$ cat src/rtl/mcpu_irq_ctrl.sv
// Interrupt controller on the main Z80 I/O bus: edge-latched sources, mode-2 vectored acknowledge.
// Optional NMI pulse generator built only when MCPU_IRQ_NMI_EN is defined.
module mcpu_irq_ctrl #(
  parameter logic [7:0]  PORT_BASE = 8'h00,
  parameter int unsigned NSRC      = 4,
  parameter int unsigned NMI_PULSE = 32
) (
  input  logic            clk_sys,
  input  logic            reset_n,
  input  logic [15:0]     mcpu_ab,
  input  logic [7:0]      mcpu_dout,
  input  logic            mcpu_wr,
  input  logic            mcpu_rd,
  input  logic            mcpu_io,
  input  logic            mcpu_m1,
  input  logic [NSRC-1:0] irq_src,
`ifdef MCPU_IRQ_NMI_EN
  input  logic            nmi_src,
  output logic            mcpu_nmi_n,
`endif
  output logic [7:0]      mcpu_din,
  output logic            mcpu_int_n
);

  localparam logic [0:0] StIdle = 1'b0;
  localparam logic [0:0] StAck  = 1'b1;

  localparam logic [7:0] AddrMask = PORT_BASE;
  localparam logic [7:0] AddrPend = PORT_BASE + 8'd1;
  localparam logic [7:0] AddrBase = PORT_BASE + 8'd2;

  logic [0:0]      state_q, state_d;
  logic [NSRC-1:0] mask_q, mask_d;
  logic [NSRC-1:0] pend_q, pend_d;
  logic [NSRC-1:0] src_q;
  logic [3:0]      vbase_q, vbase_d;
  logic [7:0]      din_q, din_d;
  logic            int_n_q, int_n_d;
  logic            wr_q, ack_q, live_q;

  logic            wr_now, ack_now, wr_edge, ack_edge;
  logic [NSRC-1:0] active, sel, set, clr;
  logic [2:0]      idx;
  logic            found;
  logic [7:0]      rd_data;

  logic unused_bus;
  assign unused_bus = ^{mcpu_ab[15:8], mcpu_rd, mcpu_dout[3:0]};

  assign wr_now   = mcpu_io & mcpu_wr & ~mcpu_m1;
  assign ack_now  = mcpu_io & mcpu_m1;
  assign wr_edge  = wr_now & ~wr_q;
  assign ack_edge = ack_now & ~ack_q & (state_q == StIdle);
  // live_q masks the first cycle after reset so sources already high are not taken as edges.
  assign set      = irq_src & ~src_q & {NSRC{live_q}};
  assign active   = pend_q & mask_q;

  always_comb begin
    found = 1'b0;
    idx   = 3'd7;
    sel   = '0;
    for (int i = 0; i < NSRC; i++) begin
      if (!found && active[i]) begin
        found  = 1'b1;
        idx    = 3'(i);
        sel[i] = 1'b1;
      end
    end
  end

  always_comb begin
    mask_d  = mask_q;
    vbase_d = vbase_q;
    clr     = '0;
    if (wr_edge) begin
      if (mcpu_ab[7:0] == AddrMask) mask_d = mcpu_dout[NSRC-1:0];
      if (mcpu_ab[7:0] == AddrPend) clr = mcpu_dout[NSRC-1:0];
      if (mcpu_ab[7:0] == AddrBase) vbase_d = mcpu_dout[7:4];
    end
    if (ack_edge) clr = clr | sel;
    pend_d = (pend_q & ~clr) | set;
  end

  always_comb begin
    rd_data = 8'hFF;
    if (mcpu_ab[7:0] == AddrMask) rd_data = 8'(mask_q);
    if (mcpu_ab[7:0] == AddrPend) rd_data = 8'(pend_q);
    if (mcpu_ab[7:0] == AddrBase) rd_data = {vbase_q, 4'h0};

    state_d = state_q;
    din_d   = rd_data;
    if (state_q == StAck) begin
      din_d = din_q;
      if (!ack_now) state_d = StIdle;
    end else if (ack_edge) begin
      din_d   = {vbase_q, idx, 1'b0};
      state_d = StAck;
    end
    int_n_d = ~((state_q == StIdle) & ~ack_edge & (|active));
  end

  always_ff @(posedge clk_sys or negedge reset_n) begin
    if (!reset_n) begin
      state_q <= StIdle;
      mask_q  <= '0;
      pend_q  <= '0;
      src_q   <= '0;
      vbase_q <= 4'h0;
      din_q   <= 8'hFF;
      int_n_q <= 1'b1;
      wr_q    <= 1'b0;
      ack_q   <= 1'b0;
      live_q  <= 1'b0;
    end else begin
      state_q <= state_d;
      mask_q  <= mask_d;
      pend_q  <= pend_d;
      src_q   <= irq_src;
      vbase_q <= vbase_d;
      din_q   <= din_d;
      int_n_q <= int_n_d;
      wr_q    <= wr_now;
      ack_q   <= ack_now;
      live_q  <= 1'b1;
    end
  end

  assign mcpu_din   = din_q;
  assign mcpu_int_n = int_n_q;

`ifdef MCPU_IRQ_NMI_EN
  localparam int unsigned CntW = $clog2(NMI_PULSE + 1);

  logic            nmi_src_q, nmi_n_q, nmi_n_d;
  logic [CntW-1:0] nmi_cnt_q, nmi_cnt_d;

  // Pulse is NMI_PULSE clks: load PULSE-1, release on the edge after the count reaches zero.
  always_comb begin
    nmi_n_d   = nmi_n_q;
    nmi_cnt_d = nmi_cnt_q;
    if (!nmi_n_q) begin
      if (nmi_cnt_q == '0) nmi_n_d = 1'b1;
      else                 nmi_cnt_d = nmi_cnt_q - 1'b1;
    end else if (nmi_src && !nmi_src_q && live_q) begin
      nmi_n_d   = 1'b0;
      nmi_cnt_d = CntW'(NMI_PULSE - 1);
    end
  end

  always_ff @(posedge clk_sys or negedge reset_n) begin
    if (!reset_n) begin
      nmi_src_q <= 1'b0;
      nmi_n_q   <= 1'b1;
      nmi_cnt_q <= '0;
    end else begin
      nmi_src_q <= nmi_src;
      nmi_n_q   <= nmi_n_d;
      nmi_cnt_q <= nmi_cnt_d;
    end
  end

  assign mcpu_nmi_n = nmi_n_q;
`endif

endmodule

$ cat config.mk
export PLATFORM = sky130hd
export DESIGN_NAME = mcpu_irq_ctrl
export DESIGN_NICKNAME = d
export VERILOG_FILES = /design/src/rtl/mcpu_irq_ctrl.sv
export SDC_FILE = /design/constraint.sdc
export NUM_CORES = 1
export LEC_CHECK = 0
export CAP_MARGIN = 20
export CORE_MARGIN = 4
export CORE_UTILIZATION = 45
export DETAILED_ROUTE_END_ITERATION = 10
export PLACE_DENSITY = 0.78
export SLEW_MARGIN = 10
export SYNTH_ARGS = -nofsm -noshare
export SYNTH_HDL_FRONTEND = slang
export SYNTH_SLANG_ARGS = --single-unit
$ cat constraint.sdc
create_clock -name clk_sys -period 2.06 [get_ports clk_sys]
set_input_delay 0.515 -clock clk_sys [delete_from_list [all_inputs] [get_ports clk_sys]]
set_output_delay 0.515 -clock clk_sys [all_outputs]
set_load 0.03 [all_outputs]
* Word level (Yosys, flattened, before mapping) *
Index checks and enable logic that the tools add are counted.

word-level totals
  ROM bits = 0
  bits in latches = 0
  memories kept = 0
  memory bits (writable) = 0
  output and inout port bits = 9
  register bits after elaboration = 29

operators by class
  divide/modulo/power cells = 0
  $mul = 0
  mux-type cells = 20
  bitwise operators = 22
  shift operators = 0
  reduce and logical (&&, ||, !) cells = 10
  eq/ne operators = 2
  $add $sub $neg = 0
  $lt $le $gt $ge = 0

operators by type and width
  kind                                                                    count
  8-bit 2-to-1 mux                                                        4
  4-bit bitwise AND                                                       4
  3-bit 2-to-1 mux                                                        4
  4-bit 2-to-1 mux                                                        3
  1-bit 2-to-1 mux                                                        9
  1-bit bitwise AND                                                       8
  8-bit by 1-bit equality test with 1-bit output (second input constant)  1
  8-bit by 2-bit equality test with 1-bit output (second input constant)  1
  8-bit zero test                                                         1
  4-bit NOT                                                               2
  4-bit bitwise OR                                                        2
  1-bit NOT                                                               6
  2-bit AND reduction                                                     2
  4-bit OR reduction                                                      1
  1-bit logical AND                                                       3
  1-bit zero test                                                         3

* Depth between registers and ports, before layout *
Gate-level depths: netlist of the first run.

  depth in word-level cells = 16
  mapped depth = 5
  gate-level depth less buffers = 4

* Worst setup path after synthesis of the first run *
Ideal clock, no wire load.

  path type = input -> register
  from = in mcpu_ab[5]
  to = reg vbase_q[0]
  path slack = 69 ps
  library setup time = 125 ps
  stages on the path = 5
  arrival = 1865 ps
  path through = nor4_4 -> nand2_2 -> or4_4 -> buf_6 -> mux2_4

between the ends
  word-level cells in the longest chain between the ends = 2

RTL lines
  item                                            line  source
  start: declaration                              10    input logic [15:0] mcpu_ab,
  8-bit by 2-bit equality test with 1-bit output  78    if (mcpu_ab[7:0] == AddrBase) vbase_d = mcpu_dout[7:4];
  2-bit AND reduction (no source line)            -
  end signal: assignment                          119   vbase_q <= vbase_d;
  end: declaration                                36    logic [3:0] vbase_q, vbase_d;

Every way passes these cells.
A chain may end at the register's enable or synchronous reset.

* Worst setup path in the final report of the first run *
  from = in mcpu_ab[0]
  to = reg pend_q[3]

between the ends
  word-level cells in the longest chain between the ends = 8

RTL lines
  item                                                line  source
  8-bit by 1-bit equality test with 1-bit output (*)  77    if (mcpu_ab[7:0] == AddrPend) clr = mcpu_dout[NSRC-1:0];
  4-bit 2-to-1 mux (*)                                77
  4-bit 2-to-1 mux (*)                                75    if (wr_edge) begin
  4-bit bitwise OR                                    80    if (ack_edge) clr = clr | sel;
  4-bit 2-to-1 mux (*)                                80
  4-bit NOT (*)                                       81    pend_d = (pend_q & ~clr) | set;
  4-bit bitwise AND (*)                               81
  4-bit bitwise OR (*)                                81
  named net pend_d[3]                                 34    logic [NSRC-1:0] pend_q, pend_d;
  end signal: assignment                              117   pend_q <= pend_d;
  end: declaration                                    34

The timed path passes the listed nets; every way through them passes the cells marked *.

==> results of run 1 <==
[state kept, by name (all words and copies together) (netlist names)]
signal,count
live_q,1
mcpu_int_n,1
ack_q,1
state_q,1
src_q,4
mask_q,4
mcpu_din,8
vbase_q,4
pend_q,4
wr_q,1
[metal layers]
metal | vias to the layer above | track usage [%]
met5 | - | 0
met4 | 0 | 11.6
met3 | 15 | 7.37
met2 | 43 | 27.0
met1 | 549 | 22.9
li1 | 525 | -
[cell families (layout without fill, tap and decap cells)]
kind of cell / after synthesis / count (layout) / synth area share, %
other: 1 / 1 / 0.279
DFF: 29 / 29 / 54.8
AOI/OAI and AO/OA: 27 / 27 / 15.7
muxes: 8 / 8 / 7.82
and+or+nand+nor: 42 / 42 / 18.8
buffers and inverters: 7 / 61 / 2.51
[cell type report]
class | count | area (sq um) | share of cell area (%)
Timing Repair Buffer | 51 | 480 | 25.2
Multi-Input combinational cell | 78 | 586 | 30.7
Tap cell | 31 | 38.8 | 2.03
Inverter | 3 | 11.3 | 0.590
Sequential cell | 29 | 737 | 38.6
Clock buffer | 7 | 55.1 | 2.89
[cells in the final DEF (no fill, tap or decap), types with 3 or more instances in the layout]
cell type        Yosys  final
a221o_1              5      5
clkdlybuf4s50_1      0     21
nand3b_1             3      3
buf_4                0     18
clkbuf_4             0      5
mux2_4               4      4
dlymetal6s2s_1       0      8
dfstp_2              9      9
a31o_2               3      3
o21a_1               4      4
dfrtp_1             20     20
nand2_1             14     14
nor2_1               7      7
o21ai_0              3      3
mux2_2               4      4
nand3_1              3      3
a2111oi_0            3      3
inv_1                3      3
dlygate4sd2_1        0      4
[Yosys cell counts, types with 2 or more instances]
cell type and instances:
mux2_2 4, nand3b_1 3, a31oi_1 2, and3b_1 2
mux2_4 4, a2111oi_0 3, o21ai_0 3, dfstp_2 9
dfrtp_1 20, o21a_1 4, a221o_1 5, inv_1 3
a21boi_0 2, nand3_1 3, clkbuf_1 3, nor2_1 7
a31o_2 3, nand2_1 14
[power by group through the flow]
stage / Combinational, uW / Sequential (uW) / Clock, uW
after detailed placement: 195 / 632 / 0
after floorplan: 53.5 / 653 / 0
final: 191 / 621 / 340
after global routing: 207 / 625 / 381
after global placement: 190 / 630 / 0
after CTS: 194 / 621 / 352
[timing repair]
item	CTS	global route
buffers inserted	1	0
setup endpoints to repair	12	15
pin swaps	0	1
resized for setup	6	8
hold buffers	0	0
[worst paths after layout]
path                                 start     endpoint  slack, ns  cells past startpoint
worst max-delay path            mcpu_ab[0]    pend_q[3]       0.04                      6
worst min-delay path                 ack_q      state_q       0.49                      1
worst max register to register   mask_q[0]    pend_q[3]       0.28                      4
worst min register to register       ack_q      state_q       0.49                      1
max in group asynchronous          reset_n  mcpu_din[3]       1.19                      2
min in group asynchronous          reset_n   vbase_q[0]       0.56                      2
[stage by stage]
stage          cells  total power, uW  util (%)  setup slack [ns]  setup TNS, ns
3_5_place_dp     191              826      64.8            -0.403          -5.21
3_3_place_gp     191              820      64.8            -0.429          -5.14
6_report         199             1150      68.0            0.0377              0
4_1_cts          199             1170      67.3           0.00141              0
2_1_floorplan    114              707         -            0.0695              0
5_1_grt          199             1210      68.0            0.0115              0
==> flow_summary.toml, run 1 <==
[synthesis]
yosysWarnings = 0
async_flop_share_pct = 100
synth_area_leader_cell = "dfrtp_1"
postSynthCellCount = 114
synth_cell_types = 38
synthTopCellsByArea = "dfrtp_1, dfstp_2, mux2_4, nand2_1, a221o_1"
syn-cell-area_sq_um = 1340
ys_ff_latch = 29
yosysSeqAreaShare_pct = 54.8
syn_nets = 148
syn_avg_cell_area_sq_um = 11.8
synth_edf_count = 0
synth_top_area_share_pct = 37.2
synth-main-ff-cell = "dfrtp_1"

[worst_setup_path]
required_ns = 2.27
cp-start-kind = "input port"
critPathCaptureType = "flop"
cp_num_buf_inv = 2
path_class = "in2reg"
crit_slowest_cell = "clkdlybuf4s50_1"
cp_max_fo = 4
critPathMaxStageDelay_ns = 0.48
critPathTopFamily = "simple AND/OR/NAND/NOR gates"
path_cells = "clkdlybuf4s50_1, or3b_2, nor4_2, buf_4, nand2_1, a31o_2"
arrival_ns = 2.23

[sta]
slew_viol_final = 0
slew_headroom_pct = 62.3
fmax_ghz = 0.494
fin_crit_sh_pct = 98.2
rsz0062_at_grt = "false"
hold_violations = 0
period_needed_ns = 2.02
tightest_slew_ns = 0.561
finClkSkew_ns = 0.00607
hold_ws_ns = 0.488
setup_viol = 0

[finish]
fillerInstances = 207
nNetsFinal = 202
drive_above_1_share_pct = 31.0
fin_area_sq_um = 1910
n_antenna_cell = 0
area_delta_synth_final_pct = 42.0

[route]
highest_layer = "met4"
dr.pass1.iters = 4
routed_wl_microns = 3260
viasPerCell = 5.69
dr_wl_met2_microns = 1530
wl_met1_microns = 1400
drtAntennaViolNets = 0
wire_per_inst_microns = 16.4
met3WireLength_microns = 185
drc = 0
dr_total_vias = 1132
drt_iter0_markers = 41

[placement]
port-buffer-count = 33
dp_hpwl_microns = 2420
gp_congestion = 0.889
postPlaceCellArea_sq_um = 1820

[flow_run]
maxCapViolCount = 0

[pwr]
pwr-share-clk_pct = 29.5
powerDensity_nw_per_um2 = 603
combPwrFrac_pct = 16.6
leakage_uw = 0.000855
swShare_pct = 25.1
intPower_uw = 862
seqPwrFrac_pct = 53.9
ir_worst_vdd_mv = 0.458
power_switching_uw = 289

[clock_tree]
clk_pin_slew_worst_paths_ns = 0.08
cts_tree = "done"
cts_max_level = 2
numCtsBuffers = 5
ctsRootBufferMaster = "clkbuf_4"
clock_latency_ns = 0.32
cts_buffer_depth = 2
clkSinkCount = 29

[grt]
grt_pass1_wl_microns = 5600
first_global_vias = 1174
grt.overflow.total = 0
grt_max_degree = 30
antenna_found_initial = 0
grt_usage_pct = 18.6

[die]
initial_core_util_pct = 47.9
die_y_microns = 62.6
rows = 19
boundaryPins = 43
dieArea_sq_um = 3920
die_x_microns = 62.6
core_sq_um = 2810

[hold_path]
hold_path.class = "reg2reg"

[run_status]
status = "finished, final reports clean"
Note: power is estimated with default switching activity, not from simulation.
==> run 2: changes to the inputs <==
--- a/config.mk
+++ b/config.mk
@@ -10,6 +10,7 @@
 export CORE_UTILIZATION = 45
 export DETAILED_ROUTE_END_ITERATION = 10
 export PLACE_DENSITY = 0.78
+export SKIP_CTS_REPAIR_TIMING = 1
 export SLEW_MARGIN = 10
 export SYNTH_ARGS = -nofsm -noshare
 export SYNTH_HDL_FRONTEND = slang
==> run 2 against run 1 <==
  * Register-to-register slack barely moved
  * Non-clock buffer count fell by 1
  * Global-route usage fell by 0.46 points
  * Core utilization rose by 0.36 points
  * Highest routed layer unchanged
==> flow_summary.toml, run 2 (synthesis results as in run 1) <==
[route]
drtAntennaViolNets = 0
viasPerCell = 5.79
dr_total_vias = 1147
routed_wl_microns = 3270
wire_per_inst_microns = 16.5
drt_iter0_markers = 47
dr.pass1.iters = 4
drc = 0

[pwr]
swShare_pct = 25.0
powerDensity_nw_per_um2 = 601
intPower_uw = 864
pwr-share-clk_pct = 29.4
ir_worst_vdd_mv = 0.458
seqPwrFrac_pct = 53.8
power_switching_uw = 289
leakage_uw = 0.000878
combPwrFrac_pct = 16.8
p_total_uw = 1150

[die]
rows = 19
dieArea_sq_um = 3920
initial_core_util_pct = 47.9
die_x_microns = 62.6
die_y_microns = 62.6
boundaryPins = 43
core_sq_um = 2810

[finish]
mostFrequentLayoutCells = "dfrtp_1, clkdlybuf4s50_1, buf_4, nand2_1, dlymetal6s2s_1"
fin_area_sq_um = 1920
area_delta_synth_final_pct = 42.7
multi_input_area_sq_um = 586
largest_reg_flops = 8
fillerInstances = 206
ff_latch_area_sq_um = 737
drive_above_1_share_pct = 30.5
n_antenna_cell = 0
nNetsFinal = 201

[hold_path]
hold_path_end = "state_q"
hold_start = "ack_q"
hold_path.class = "reg2reg"
holdPathStages = 1

[worst_setup_path]
r2r_slack_ns = 0.28
rr_startpoint = "mask_q[0]"
r2r_cells = 4
path_class = "in2reg"
cp_max_fo = 2
r2r-end = "pend_q[3]"
critPathCaptureType = "flop"
arrival_ns = 2.18
startpoint = "mcpu_ab[3]"
required_ns = 2.27
cp-start-kind = "input port"

[sta]
period_needed_ns = 1.97
hold_violations = 0
finClkSkew_ns = 0.00436
tightest_slew_ns = 0.568
setup_viol = 0
fmax_ghz = 0.507
slew_headroom_pct = 61.8
rsz0062_at_grt = "false"
fin_crit_sh_pct = 95.7
setup_tns_ns = 0
slew_viol_final = 0
setup_ws_ns = 0.0895

[grt]
grt_usage_pct = 18.1
busiest_layer = "met2"
grt_max_degree = 30
grt_pass1_wl_microns = 5430
use_met1_pct = 22.5
first_global_vias = 1126
grtUsageMet3_pct = 7.19
grt.overflow.total = 0
antenna_found_initial = 0
grtUsageMet2_pct = 26.9

[clock_tree]
clk_pin_slew_worst_paths_ns = 0.08
ctsRootBufferMaster = "clkbuf_4"
cts_buffer_depth = 2
clock_latency_ns = 0.32
cts_max_level = 2
numCtsBuffers = 5
clkSinkCount = 29
cts_tree = "done"

[placement]
postPlaceCellArea_sq_um = 1820
port-buffer-count = 33
dp_worst_setup_slack_ns = -0.403
dp_hpwl_microns = 2420
gp_congestion = 0.889

[run_status]
status = "finished, final reports clean"

[flow_run]
maxCapViolCount = 0
## run 2: cell types whose count changed in the layout (fill, tap and decap cells not counted), sizes merged
cell / previous run / this run
dlymetal6s2s: 8 / 13
dlygate4sd2: 4 / 0
buf: 18 / 17
clkdlybuf4s50: 21 / 20
## run 2: power by group through the flow
stage	Sequential, uW	Combinational (uW)	Clock, uW
after floorplan	653	53.5	0
after global placement	630	190	0
after detailed placement	632	195	0
after CTS	621	195	352
after global routing	625	209	380
final	620	194	339
## run 2: how the worst max path moves through the flow
stage,endpoint
finish,mask_q[0]
global route,mask_q[3]
CTS,mask_q[3]
detailed placement,mask_q[0]
global placement,mask_q[2]
floorplan,vbase_q[0]
## run 2: routing by layer
metal	share of wire [%]	routed length (microns)
met1	42	1360
met2	47	1540
met3	8.3	270
met4	3.0	99
met5	0	0
## run 2: critical path, cell delays in order
cell,delay [ns]
clkdlybuf4s50_1,0.44
nor2_1,0.19
nand2_2,0.08
buf_4,0.15
nor4b_4,0.31
buf_4,0.17
mux2_2,0.32
## run 2: per-stage QoR
step	utilization (%)	cells	hold slack [ns]
2_1_floorplan	-	114	0.219
3_3_place_gp	64.8	191	0.454
3_5_place_dp	64.8	191	0.485
4_1_cts	66.8	198	0.496
5_1_grt	68.4	198	0.505
6_report	68.4	198	0.487
## run 2: layout make-up
type,instances,share of cell area (%)
Inverter,3,0.587
Sequential cell,29,38.4
Tap cell,31,2.02
Multi-Input combinational cell,78,30.5
Clock buffer,7,2.87
Timing Repair Buffer,50,25.6
